## config.mk

```make
export PLATFORM = sky130hd
export DESIGN_NAME = flash_txn_ctrl
export DESIGN_NICKNAME = d
export VERILOG_FILES = /design/src/rtl/flash_txn_pkg.sv /design/src/rtl/flash_txn_watchdog.sv /design/src/rtl/flash_txn_ctrl.sv
export SDC_FILE = /design/constraint.sdc
export NUM_CORES = 1
export LEC_CHECK = 0
export ABC_AREA = 1
export BUFFER_PORTS_ARGS = -buffer_cell sky130_fd_sc_hd__buf_4
export CORE_MARGIN = 2
export CORE_UTILIZATION = 46
export DETAILED_ROUTE_END_ITERATION = 8
export PLACE_DENSITY = 0.76
export SETUP_SLACK_MARGIN = 0.1
export SYNTH_ARGS = -nofsm -noshare
export SYNTH_HDL_FRONTEND = slang
export SYNTH_SLANG_ARGS = --single-unit
export TNS_END_PERCENT = 1
```

## constraint.sdc

```tcl
create_clock -name clk -period 1.5 [get_ports clk]
set_input_delay 0 -clock clk [delete_from_list [all_inputs] [get_ports clk]]
set_output_delay 0 -clock clk [all_outputs]
set_load 0.005 [all_outputs]
```

## src/rtl/flash_txn_pkg.sv

```systemverilog
// Shared types for the flash transaction sequencer.
// Phase, engine status and FSM state encodings plus bus widths.
package flash_txn_pkg;

    localparam int ADDR_W = 16;
    localparam int DATA_W = 64;

    typedef enum logic [1:0] {
        OUT_ADDR = 2'd0,
        OUT_DATA = 2'd1,
        IN_DATA  = 2'd2
    } phase_e;

    typedef enum logic [1:0] {
        ACK     = 2'd0,
        NAK     = 2'd1,
        CRC_ERR = 2'd2
    } status_e;

    typedef enum logic [2:0] {
        IDLE,
        ADDR_ISSUE,
        ADDR_WAIT,
        DATA_ISSUE,
        DATA_WAIT,
        RESP
    } state_e;

endpackage

```

## src/rtl/flash_txn_watchdog.sv

```systemverilog
// No-response watchdog: loaded on each phase launch, counts down while
// waiting; expire is high for the wait cycle in which the count is zero.
module flash_txn_watchdog #(
    parameter int TIMEOUT_CYC = 255
) (
    input  logic clk,
    input  logic rst_L,
    input  logic load,
    input  logic run,
    output logic expire
);

    logic [7:0] count;

    always_ff @(posedge clk or negedge rst_L) begin
        if (!rst_L) begin
            count <= '0;
        end else if (load) begin
            count <= 8'(TIMEOUT_CYC);
        end else if (run && count != 8'd0) begin
            count <= count - 8'd1;
        end
    end

    assign expire = run && (count == 8'd0);

endmodule

```

## src/rtl/flash_txn_ctrl.sv

```systemverilog
// Host-side flash read/write sequencer: splits a request into address and
// data packet phases with per-phase retry and a no-response watchdog.
module flash_txn_ctrl
    import flash_txn_pkg::*;
#(
    parameter int MAX_RETRY   = 8,
    parameter int TIMEOUT_CYC = 255
) (
    input  logic              clk,
    input  logic              rst_L,
    input  logic              req_valid,
    output logic              req_ready,
    input  logic              req_write,
    input  logic [ADDR_W-1:0] req_addr,
    input  logic [DATA_W-1:0] req_wdata,
    output logic              rsp_valid,
    output logic              rsp_success,
    output logic [DATA_W-1:0] rsp_rdata,
    output logic              eng_start,
    output logic [1:0]        eng_kind,
    output logic [DATA_W-1:0] eng_payload,
    input  logic              eng_done,
    input  logic [1:0]        eng_status,
    input  logic [DATA_W-1:0] eng_rdata
);

    state_e            state;
    state_e            state_nx;
    logic              wr_q;
    logic [DATA_W-1:0] wdata_q;
    logic [3:0]        attempt;
    phase_e            kind_q;
    logic [DATA_W-1:0] payload_q;
    logic              success_q;
    logic [DATA_W-1:0] rdata_q;

    logic in_issue;
    logic in_wait;
    logic expire;
    logic ack;
    logic bad;
    logic last;

    assign in_issue = (state == ADDR_ISSUE) || (state == DATA_ISSUE);
    assign in_wait  = (state == ADDR_WAIT) || (state == DATA_WAIT);

    // A done pulse in the expiry cycle takes precedence over the timeout.
    assign ack  = in_wait && eng_done && (status_e'(eng_status) == ACK);
    assign bad  = in_wait && (eng_done ? (status_e'(eng_status) != ACK) : expire);
    assign last = ({1'b0, attempt} + 5'd1) >= 5'(MAX_RETRY);

    flash_txn_watchdog #(
        .TIMEOUT_CYC(TIMEOUT_CYC)
    ) u_watchdog (
        .clk   (clk),
        .rst_L (rst_L),
        .load  (in_issue),
        .run   (in_wait),
        .expire(expire)
    );

    always_ff @(posedge clk or negedge rst_L) begin
        if (!rst_L) begin
            state <= IDLE;
        end else begin
            state <= state_nx;
        end
    end

    always_comb begin
        state_nx = state;
        unique case (state)
            IDLE:       if (req_valid) state_nx = ADDR_ISSUE;
            ADDR_ISSUE: state_nx = ADDR_WAIT;
            ADDR_WAIT: begin
                if (ack)      state_nx = DATA_ISSUE;
                else if (bad) state_nx = last ? RESP : ADDR_ISSUE;
            end
            DATA_ISSUE: state_nx = DATA_WAIT;
            DATA_WAIT: begin
                if (ack)      state_nx = RESP;
                else if (bad) state_nx = last ? RESP : DATA_ISSUE;
            end
            RESP:       state_nx = IDLE;
            default:    state_nx = IDLE;
        endcase
    end

    always_comb begin
        req_ready = 1'b0;
        eng_start = 1'b0;
        rsp_valid = 1'b0;
        unique case (state)
            IDLE:                   req_ready = 1'b1;
            ADDR_ISSUE, DATA_ISSUE: eng_start = 1'b1;
            RESP:                   rsp_valid = 1'b1;
            default: ;
        endcase
    end

    always_ff @(posedge clk or negedge rst_L) begin
        if (!rst_L) begin
            wr_q      <= 1'b0;
            wdata_q   <= '0;
            attempt   <= '0;
            kind_q    <= OUT_ADDR;
            payload_q <= '0;
            success_q <= 1'b0;
            rdata_q   <= '0;
        end else if (state == IDLE) begin
            if (req_valid) begin
                wr_q      <= req_write;
                wdata_q   <= req_wdata;
                attempt   <= '0;
                kind_q    <= OUT_ADDR;
                payload_q <= DATA_W'(req_addr);
            end
        end else if (ack && state == ADDR_WAIT) begin
            attempt   <= '0;
            kind_q    <= wr_q ? OUT_DATA : IN_DATA;
            payload_q <= wr_q ? wdata_q : '0;
        end else if (ack) begin
            success_q <= 1'b1;
            rdata_q   <= wr_q ? '0 : eng_rdata;
        end else if (bad) begin
            attempt <= attempt + 4'd1;
            if (last) begin
                success_q <= 1'b0;
                rdata_q   <= '0;
            end
        end
    end

    assign eng_kind    = kind_q;
    assign eng_payload = payload_q;
    assign rsp_success = success_q;
    assign rsp_rdata   = rdata_q;

endmodule

```

==> flow_metrics.tcl, run 1 <==
set metrics [dict create \
    status "finished with violations" \
    violations "negative setup slack" \
    wl_per_cell_um 17.7 \
    cts_buffer_depth 3 \
    ys_seq_area_frac 0.575 \
    cp_slowest_stage_delay_ps 450 \
    mostFrequentLayoutCells "buf_4 (321), nand2_1 (217), dfrtp_1 (209), dlygate4sd3_1 (148), nand3_1 (116)" \
    viasPerCell 5.17 \
    fin_ws_ps -57.1 \
    drtIter0Drc 365 \
    drc 0 \
    ys_warn_count 0 \
    wl_mm 29.1 \
    dieArea_um2 21100 \
    crit_chain "nor2_8 > nand2_4 > inv_2 > nand3_4 > nor2_4 > buf_12 > nand2_1 > nand2_1" \
    power.internal_mw 15.5 \
    grt_max_degree 59 \
    post-route-period-util 1.04 \
    post-route-min-period_ps 1560 \
    setup_viol 63 \
    place_hpwl_mm 17.4 \
    rows 51 \
    antenna_found_initial 2 \
    power.density_nw_per_um2 1640 \
    critPathSlowestCell "dfrtp_2" \
    syn-cell-area_um2 9190 \
    endpoint_kind "flip-flop" \
    cp_max_fo 42 \
    grt_pass1_vias 8918 \
    syn_avg_cell_area_um2 10.1 \
    vias 8508 \
    postRouteAntennaNets 0 \
    die_w_um 145 \
    hold_violations 0 \
    syn_inst 906 \
    drv_cap 0 \
    final_net_count 1520 \
    p_clk_frac 0.236 \
    ir_drop_mv 1.11 \
    critical_path.most_common_cell "nand2_1" \
    final_common_cell "buf_4" \
    syn-num-nets 1061 \
    swShare 0.333 \
    grt_overflow 0 \
    cts_buffers 23 \
    initial_core_util 0.471 \
    crit_arrival_ps 1990 \
    clock_latency_ps 500 \
    worstMarginPinSlew_ps 438 \
    p_leak_nw 7.29 \
    dieHeight_um 145 \
    port_buffers 284 \
    slew-limit-headroom 0.705 \
    synth.distinct_cells 31 \
    gp_congestion 0.842 \
    setup-tns-final_ps -1540 \
    first_pass_iters 4 \
    syn_to_final_growth_pct 54.3 \
    power_frac_comb 0.365 \
    finalPower_mw 23.2 \
    p_switching_mw 7.73 \
    power_frac_seq 0.399 \
    rsz0062_at_grt "yes" \
    core_um2 19500 \
    required_ps 1930 \
    cts_sinks 211 \
    timing.fmax_mhz 642 \
    crit_type "flip-flop to flip-flop" \
    hp-class "input pin to flip-flop" \
    clock_skew_ps 13.2 \
    grt_pass1_wl_mm 47.5 \
    globalRouteTotalUtil 0.276 \
    critPathLaunchType "flip-flop" \
    io_pins 285 \
    synth-seq-cells 211 \
    clk_pin_slew_ps 60 \
    h-tree-depth 1 \
    drive_gt1_frac 0.368 \
    root_buffer "clkbuf_16" \
    cts_tree "built" \
    maxSlewViolCount 0 \
]
-- registers in the layout, indices dropped and copies added (netlist names) --
name,cells
wr_q,1
state,3
wdata_q,64
eng_payload,64
rsp_success,1
rsp_rdata,64
eng_kind,2
attempt,4
u_watchdog.count,8
-- synth_stat cells (all sizes together) --
master	number	area share
a21oi	26	0.014
nor2	61	0.029
o21ai	37	0.020
ha	4	0.0054
nand4	2	0.0014
xor2	2	0.0019
mux2	41	0.054
a31oi	16	0.011
clkbuf	8	0.0033
nand2	231	0.099
xnor2	2	0.0019
inv	43	0.018
nand3	168	0.12
dfrtp	211	0.57
buf	49	0.042
or2	1	0.00068
nor3	3	0.0016
a21boi	1	0.00082
-- per-stage QoR --
stage          hold WS, ps  setup WS (ps)   util  cells  instance area [um^2]
6_report              24.1          -57.1  0.726   1647                 14200
5_1_grt               66.1           -141  0.726   1647                 14200
4_1_cts               12.9          -64.8  0.725   1645                 14200
3_5_place_dp         -97.6           -176  0.607   1456                 11900
3_3_place_gp         -96.1          -64.0  0.607   1456                 11900
2_1_floorplan         -296           12.9      -    906                  9210
-- critical path, delay by kind of cell (launching register included) --
| family | cells | cell delay [ps] |
|---|---|---|
| buf+inv | 2 | 330 |
| flops | 1 | 450 |
| simple gates | 6 | 700 |
-- metal layers --
metal	up-vias	global-route usage	wire (um)
li1	3890	-	-
met1	4116	0.326	10900
met2	411	0.475	14500
met3	91	0.0792	2490
met4	0	0.111	1280
met5	-	0	0
-- power groups by stage --
stage          Combinational (mW)  Clock [mW]  Sequential (mW)
6_report                     8.47        5.48             9.28
5_1_grt                      9.26        5.80             9.50
2_1_floorplan                4.12           0             9.07
3_5_place_dp                 7.76           0             9.26
4_1_cts                      8.27        5.58             9.18
3_3_place_gp                 7.50           0             9.16
-- what timing repair did --
item | 4_1_cts | 5_1_grt
pin swaps | 6 | 6
cloned | 1 | 0
endpoints found under the setup margin | 208 | 237
hold endpoints to repair | 360 | 23
gates resized for setup | 27 | 6
hold buffers | 148 | 1
setup buffers | 0 | 0
-- worst paths after layout --
path / from / cells past startpoint / end / slack [ps]
max in group asynchronous: rst_L / 4 / rsp_rdata[5]$_DFFE_PN0P_ / 400
setup / recovery: state[0]$_DFFE_PN0P_ / 8 / rsp_rdata[52]$_DFFE_PN0P_ / -60
min in group asynchronous: rst_L / 3 / eng_payload[33]$_DFFE_PN0P_ / 510
setup reg to reg: state[0]$_DFFE_PN0P_ / 8 / rsp_rdata[52]$_DFFE_PN0P_ / -60
hold / removal: eng_done / 7 / attempt[2]$_DFFE_PN0P_ / 20
hold reg to reg: rsp_success$_DFFE_PN0P_ / 2 / rsp_success$_DFFE_PN0P_ / 470
-- final cells by class --
class | count | area (um^2)
clock buffers | 33 | 663
multi-input cells | 596 | 3410
fillers | 1333 | 5350
diodes | 2 | 5.00
flip-flops and latches | 211 | 5280
inverters | 43 | 166
well taps | 265 | 332
clock inverters | 7 | 62.6
repair buffers | 490 | 4250
-- kinds of logic (layout without fill, tap and decap cells) --
| kind of cell | count (synthesis) | after routing | synth area share |
|---|---|---|---|
| multiplexers | 41 | 41 | 0.0543 |
| flip-flops | 211 | 211 | 0.575 |
| buffers and inverters | 100 | 573 | 0.0632 |
| other | 0 | 2 | 0 |
| adder cells (fa/ha/maj) | 4 | 4 | 0.00545 |
| XOR/XNOR | 4 | 4 | 0.00381 |
| AND/OR/NAND/NOR | 466 | 467 | 0.252 |
| AO/OA/AOI/OAI | 80 | 80 | 0.0460 |
Note: power is estimated with default switching activity, not from simulation.
==> inputs of run 2 (changes only) <==
Settings changed: CELL_PAD_IN_SITES_DETAIL_PLACEMENT set to 1, CELL_PAD_IN_SITES_GLOBAL_PLACEMENT set to 2, CORE_ASPECT_RATIO set to 1.75, CORE_UTILIZATION 46 to 28, PLACE_DENSITY 0.76 to not set, PLACE_DENSITY_LB_ADDON set to 0.1.
==> run 2 against run 1 <==
Compared with the run above: the run still ends with negative setup slack left; global-route usage decreased by 9.7 points; count of clock-buffer cells in the layout increased by 3; first-iteration DRC count decreased by 43%; critical endpoint is now rsp_rdata[62]$_DFFE_PN0P_; non-clock buffer count increased by 26; via count decreased by 3.3%; core utilization decreased by 27 points; sequential power decreased by 1%; clock power increased by 14%; critical path depth increased by 1; flip-flop and latch count unchanged.
==> flow_metrics.tcl, run 2 (synthesis gave the netlist of run 1 again) <==
set metrics [dict create \
    first_pass_iters 4 \
    placed_area_um2 12300 \
    cts_buffers 23 \
    postRouteAntennaNets 0 \
    endpoint_kind "flip-flop" \
    finalPower_mw 24.4 \
    hp-class "input pin to asynchronous set/reset pin" \
    timing.fmax_mhz 654 \
    status "finished with violations" \
    required_ps 1910 \
    rows 87 \
    crit_type "flip-flop to flip-flop" \
    ir_drop_mv 0.964 \
    grt_max_degree 53 \
    wl_per_cell_um 17.5 \
    slew-limit-headroom 0.660 \
    io_pins 285 \
    cp-endpoint "rsp_rdata[62]$_DFFE_PN0P_" \
    grt_overflow 0 \
    hold_violations 0 \
    core_um2 32300 \
    dieHeight_um 244 \
    vias 8227 \
    postLayoutCellArea_um2 14800 \
    root_buffer "clkbuf_16" \
    syn_to_final_growth_pct 61.6 \
    drc 0 \
    antenna_found_initial 0 \
    cts_buffer_depth 3 \
    use_met1 0.195 \
    critPathLaunchType "flip-flop" \
    drtIter0Drc 209 \
    post-route-min-period_ps 1530 \
    crit_start "state[0]$_DFFE_PN0P_" \
    top_usage_layer "met2" \
    cts_tree "built" \
    place_hpwl_mm 21.7 \
    power.density_nw_per_um2 1640 \
    cts_sinks 211 \
    final_common_cell "buf_4" \
    p_leak_nw 7.52 \
    grt_pass1_vias 9047 \
    dieArea_um2 34300 \
    wl_mm 31.6 \
    r2r_start "state[0]$_DFFE_PN0P_" \
    mostFrequentLayoutCells "buf_4 (334), nand2_1 (216), dfrtp_1 (209), dlygate4sd3_1 (148), nand3_1 (109)" \
    drive_gt1_frac 0.389 \
    maxSlewViolCount 0 \
    port_buffers 284 \
    setup_viol 53 \
    n_fill_cell 3611 \
    fin_cells 1806 \
    h-tree-depth 1 \
    seq_area_um2 5280 \
    gp_congestion 0.734 \
    setup-tns-final_ps -687 \
    hold_ws_ps 4.64 \
    globalRouteTotalUtil 0.179 \
    r2r-end "rsp_rdata[62]$_DFFE_PN0P_" \
    crit_arrival_ps 1940 \
    clock_latency_ps 520 \
    viasPerCell 4.56 \
    fin_ws_ps -29.1 \
    initial_core_util 0.284 \
    insertedDiodeCount 0 \
    grtUsageMet2 0.346 \
    clock_skew_ps 8.07 \
    multi_input_area_um2 3490 \
    worst_r2r_path_depth 9 \
    worstMarginPinSlew_ps 511 \
    drv_cap 0 \
    final_net_count 1545 \
    dp_cells 1611 \
    grt_use_met3 0.0373 \
    post-route-period-util 1.02 \
    cp_max_fo 17 \
    violations "negative setup slack" \
    rsz0062_at_grt "yes" \
    die_w_um 141 \
    grt_pass1_wl_mm 49.4 \
    r2r_slack_ps -30 \
    clk_pin_slew_ps 60 \
]
[run 2: worst max-delay path, cell delays in order, from the launching register on]
cell	delay [ps]
dfrtp_2	450
nor2_8	150
nand2_4	70
nand2_4	100
nand2_4	60
nor2_4	120
nand2_4	130
buf_12	190
nand3_2	70
nand2_1	50
[run 2: repair_timing]
item,in CTS,in global routing
endpoints found under the setup margin,210,211
cloned,0,3
buffers inserted,2,1
endpoints found under the hold margin,362,0
hold buffers,148,0
gates resized for setup,37,25
pin swaps,6,5
[run 2: how the worst min path moves through the flow]
stage	start	end	cells past startpoint
2_1_floorplan	rst_L	attempt[0]$_DFFE_PN0P_	0
3_3_place_gp	rst_L	rsp_rdata[16]$_DFFE_PN0P_	1
3_5_place_dp	rst_L	rsp_rdata[16]$_DFFE_PN0P_	1
4_1_cts	rst_L	rsp_rdata[16]$_DFFE_PN0P_	2
5_1_grt	rst_L	rsp_rdata[16]$_DFFE_PN0P_	2
6_report	rst_L	rsp_rdata[16]$_DFFE_PN0P_	2
[run 2: power breakdown]
| group | switching (mW) | internal, mW | leakage, nW |
|---|---|---|---|
| Sequential | 1.30 | 7.86 | 2.68 |
| Clock | 2.37 | 3.85 | 0.401 |
| Combinational | 4.17 | 4.86 | 4.44 |
[run 2: final cells by class]
| type | instances | area share |
|---|---|---|
| repair buffers | 516 | 0.309 |
| multi-input cells | 595 | 0.235 |
| well taps | 400 | 0.0337 |
| flip-flops and latches | 211 | 0.356 |
| clock buffers | 36 | 0.0468 |
| inverters | 43 | 0.0114 |
| clock inverters | 5 | 0.00843 |
[run 2: through the flow]
step	setup WS, ps	utilization
global route	-126	0.459
floorplan	12.9	-
detailed placement	-133	0.379
CTS	-81.2	0.455
finish	-29.1	0.459
global placement	-117	0.379
[run 2: per-layer routing]
layer | wire [um] | up-vias
met5 | 0 | -
met4 | 724 | 0
met3 | 1660 | 40
met2 | 17300 | 204
met1 | 11900 | 4044
li1 | - | 3939
==> inputs of run 3 (changes only) <==
Settings changed: REMOVE_ABC_BUFFERS set to 1.
==> run 3 against run 2 <==
Compared with the run above: combinational power up 1%; wire length decreased by 0.65%; die area unchanged; clock power shrank 4.8%; clock skew grew 10 ps; total power down 0.47%; first-iteration DRC count shrank 2.4%; final cell count up 1.1%; largest power group unchanged; critical endpoint is now rsp_rdata[47]$_DFFE_PN0P_; register-to-register slack lost 130 ps; largest cell class unchanged; non-clock buffer count rose by 17; the flow still finishes with violations (negative setup slack).
==> flow_metrics.tcl, run 3 (synthesis gave the netlist of run 1 again) <==
set metrics [dict create \
    post-route-period-util 1.11 \
    dp_cells 1619 \
    fin_ws_ps -163 \
    grt_overflow 0 \
    crit_arrival_ps 2100 \
    slew-limit-headroom 0.747 \
    rsz0062_at_grt "yes" \
    wl_per_cell_um 17.2 \
    first_pass_iters 4 \
    power.internal_mw 16.2 \
    hold_ws_ps 77.9 \
    antenna_found_initial 1 \
    syn_to_final_growth_pct 64.2 \
    cts_buffers 24 \
    clock_latency_ps 550 \
    worstMarginPinSlew_ps 379 \
    clock_skew_ps 18.3 \
    port_buffers 284 \
    cp_max_fo 12 \
    worst_r2r_path_depth 10 \
    final_common_cell "buf_4" \
    pre_cts_ws_ps -148 \
    core_um2 32300 \
    dieHeight_um 244 \
    violations "negative setup slack" \
    required_ps 1930 \
    drc 0 \
    hold_depth 6 \
    crit_type "flip-flop to flip-flop" \
    die_w_um 141 \
    p_clk_frac 0.244 \
    post-route-min-period_ps 1660 \
    dieArea_um2 34300 \
    setup_viol 111 \
    rows 87 \
    h-tree-depth 1 \
    vias 8309 \
    grt_pass1_wl_mm 49.5 \
    maxSlewViolCount 0 \
    hold_violations 0 \
    swShare 0.332 \
    cts_buffer_depth 3 \
    grt_pass1_vias 9064 \
    power.density_nw_per_um2 1610 \
    fin_cells 1826 \
    grt_max_degree 52 \
    initial_core_util 0.284 \
    p_switching_mw 8.06 \
    globalRouteTotalUtil 0.181 \
    postRouteAntennaNets 0 \
    status "finished with violations" \
    critPathLaunchType "flip-flop" \
    viasPerCell 4.55 \
    place_hpwl_mm 21.6 \
    wl_mm 31.4 \
    ir_drop_mv 0.865 \
    power_frac_comb 0.377 \
    mostFrequentLayoutCells "buf_4 (342), nand2_1 (208), dfrtp_1 (208), dlygate4sd3_1 (149), nand3_1 (104)" \
    timing.fmax_mhz 601 \
    drive_gt1_frac 0.406 \
    cts_sinks 211 \
    power_frac_seq 0.379 \
    gp_congestion 0.778 \
    endpoint_kind "flip-flop" \
    final_net_count 1563 \
    root_buffer "clkbuf_16" \
    p_leak_nw 7.62 \
    drv_cap 0 \
    hp-class "input pin to flip-flop" \
    drtIter0Drc 204 \
    io_pins 285 \
    clk_pin_slew_ps 70 \
    cts_tree "built" \
]
run 3: area by class of cell:
type                            instances  area, um^2
Multi-Input combinational cell        595        3530
Inverter                               43         174
Clock inverter                          9        95.1
Fill cell                            3575       17200
Sequential cell                       211        5280
Clock buffer                           34         698
Antenna cell                            1        2.50
Tap cell                              400         500
Timing Repair Buffer                  533        4800
run 3: through the flow:
stage | utilization | setup TNS, ps | cell area [um^2] | total power [mW]
after floorplan | - | -214440 | 8770 | 12.9
after global placement | 0.380 | -7780 | 12300 | 17.5
after detailed placement | 0.380 | -10780 | 12300 | 17.7
after CTS | 0.458 | -11630 | 14800 | 24.5
after global routing | 0.467 | -24560 | 15100 | 26.0
final | 0.467 | -11290 | 15100 | 24.3
run 3: layer usage:
layer	track usage	vias to the layer above	routed length (um)
met5	0	-	0
met4	0.0529	0	803
met3	0.0346	51	1500
met2	0.334	217	16800
met1	0.211	4065	12300
li1	-	3976	-
run 3: final timing paths:
kind	start	to	slack (ps)
min in group asynchronous	rst_L	eng_payload[5]$_DFFE_PN0P_	490
max	state[0]$_DFFE_PN0P_	rsp_rdata[47]$_DFFE_PN0P_	-160
max reg2reg	state[0]$_DFFE_PN0P_	rsp_rdata[47]$_DFFE_PN0P_	-160
min	eng_done	state[1]$_DFFE_PN0P_	80
min reg2reg	eng_payload[20]$_DFFE_PN0P_	eng_payload[20]$_DFFE_PN0P_	500
max in group asynchronous	rst_L	u_watchdog.count[2]$_DFFE_PN0P_	310
run 3: power by group through the flow:
stage	clock network (mW)	logic (mW)	registers, mW
floorplan	0	3.64	9.21
global placement	0	8.28	9.23
detailed placement	0	8.44	9.28
CTS	6.16	9.15	9.21
global route	6.36	10.2	9.49
finish	5.92	9.16	9.21
run 3: critical path, cell delays in order, from the launching register on:
cell,delay (ps)
dfrtp_2,440
buf_6,140
inv_4,60
nand3_4,90
nand2_4,120
nand2_2,60
nand2_1,170
nand2_8,140
clkbuf_16,210
nand3_2,60
nand2_1,50
run 3: timing repair:
action | 4_1_cts | 5_1_grt
buffers inserted | 9 | 1
endpoints found under the hold margin | 358 | 1
pin swaps | 2 | 8
resized for setup | 34 | 71
hold buffers | 148 | 1
endpoints found under the setup margin | 206 | 214
cloned | 1 | 3
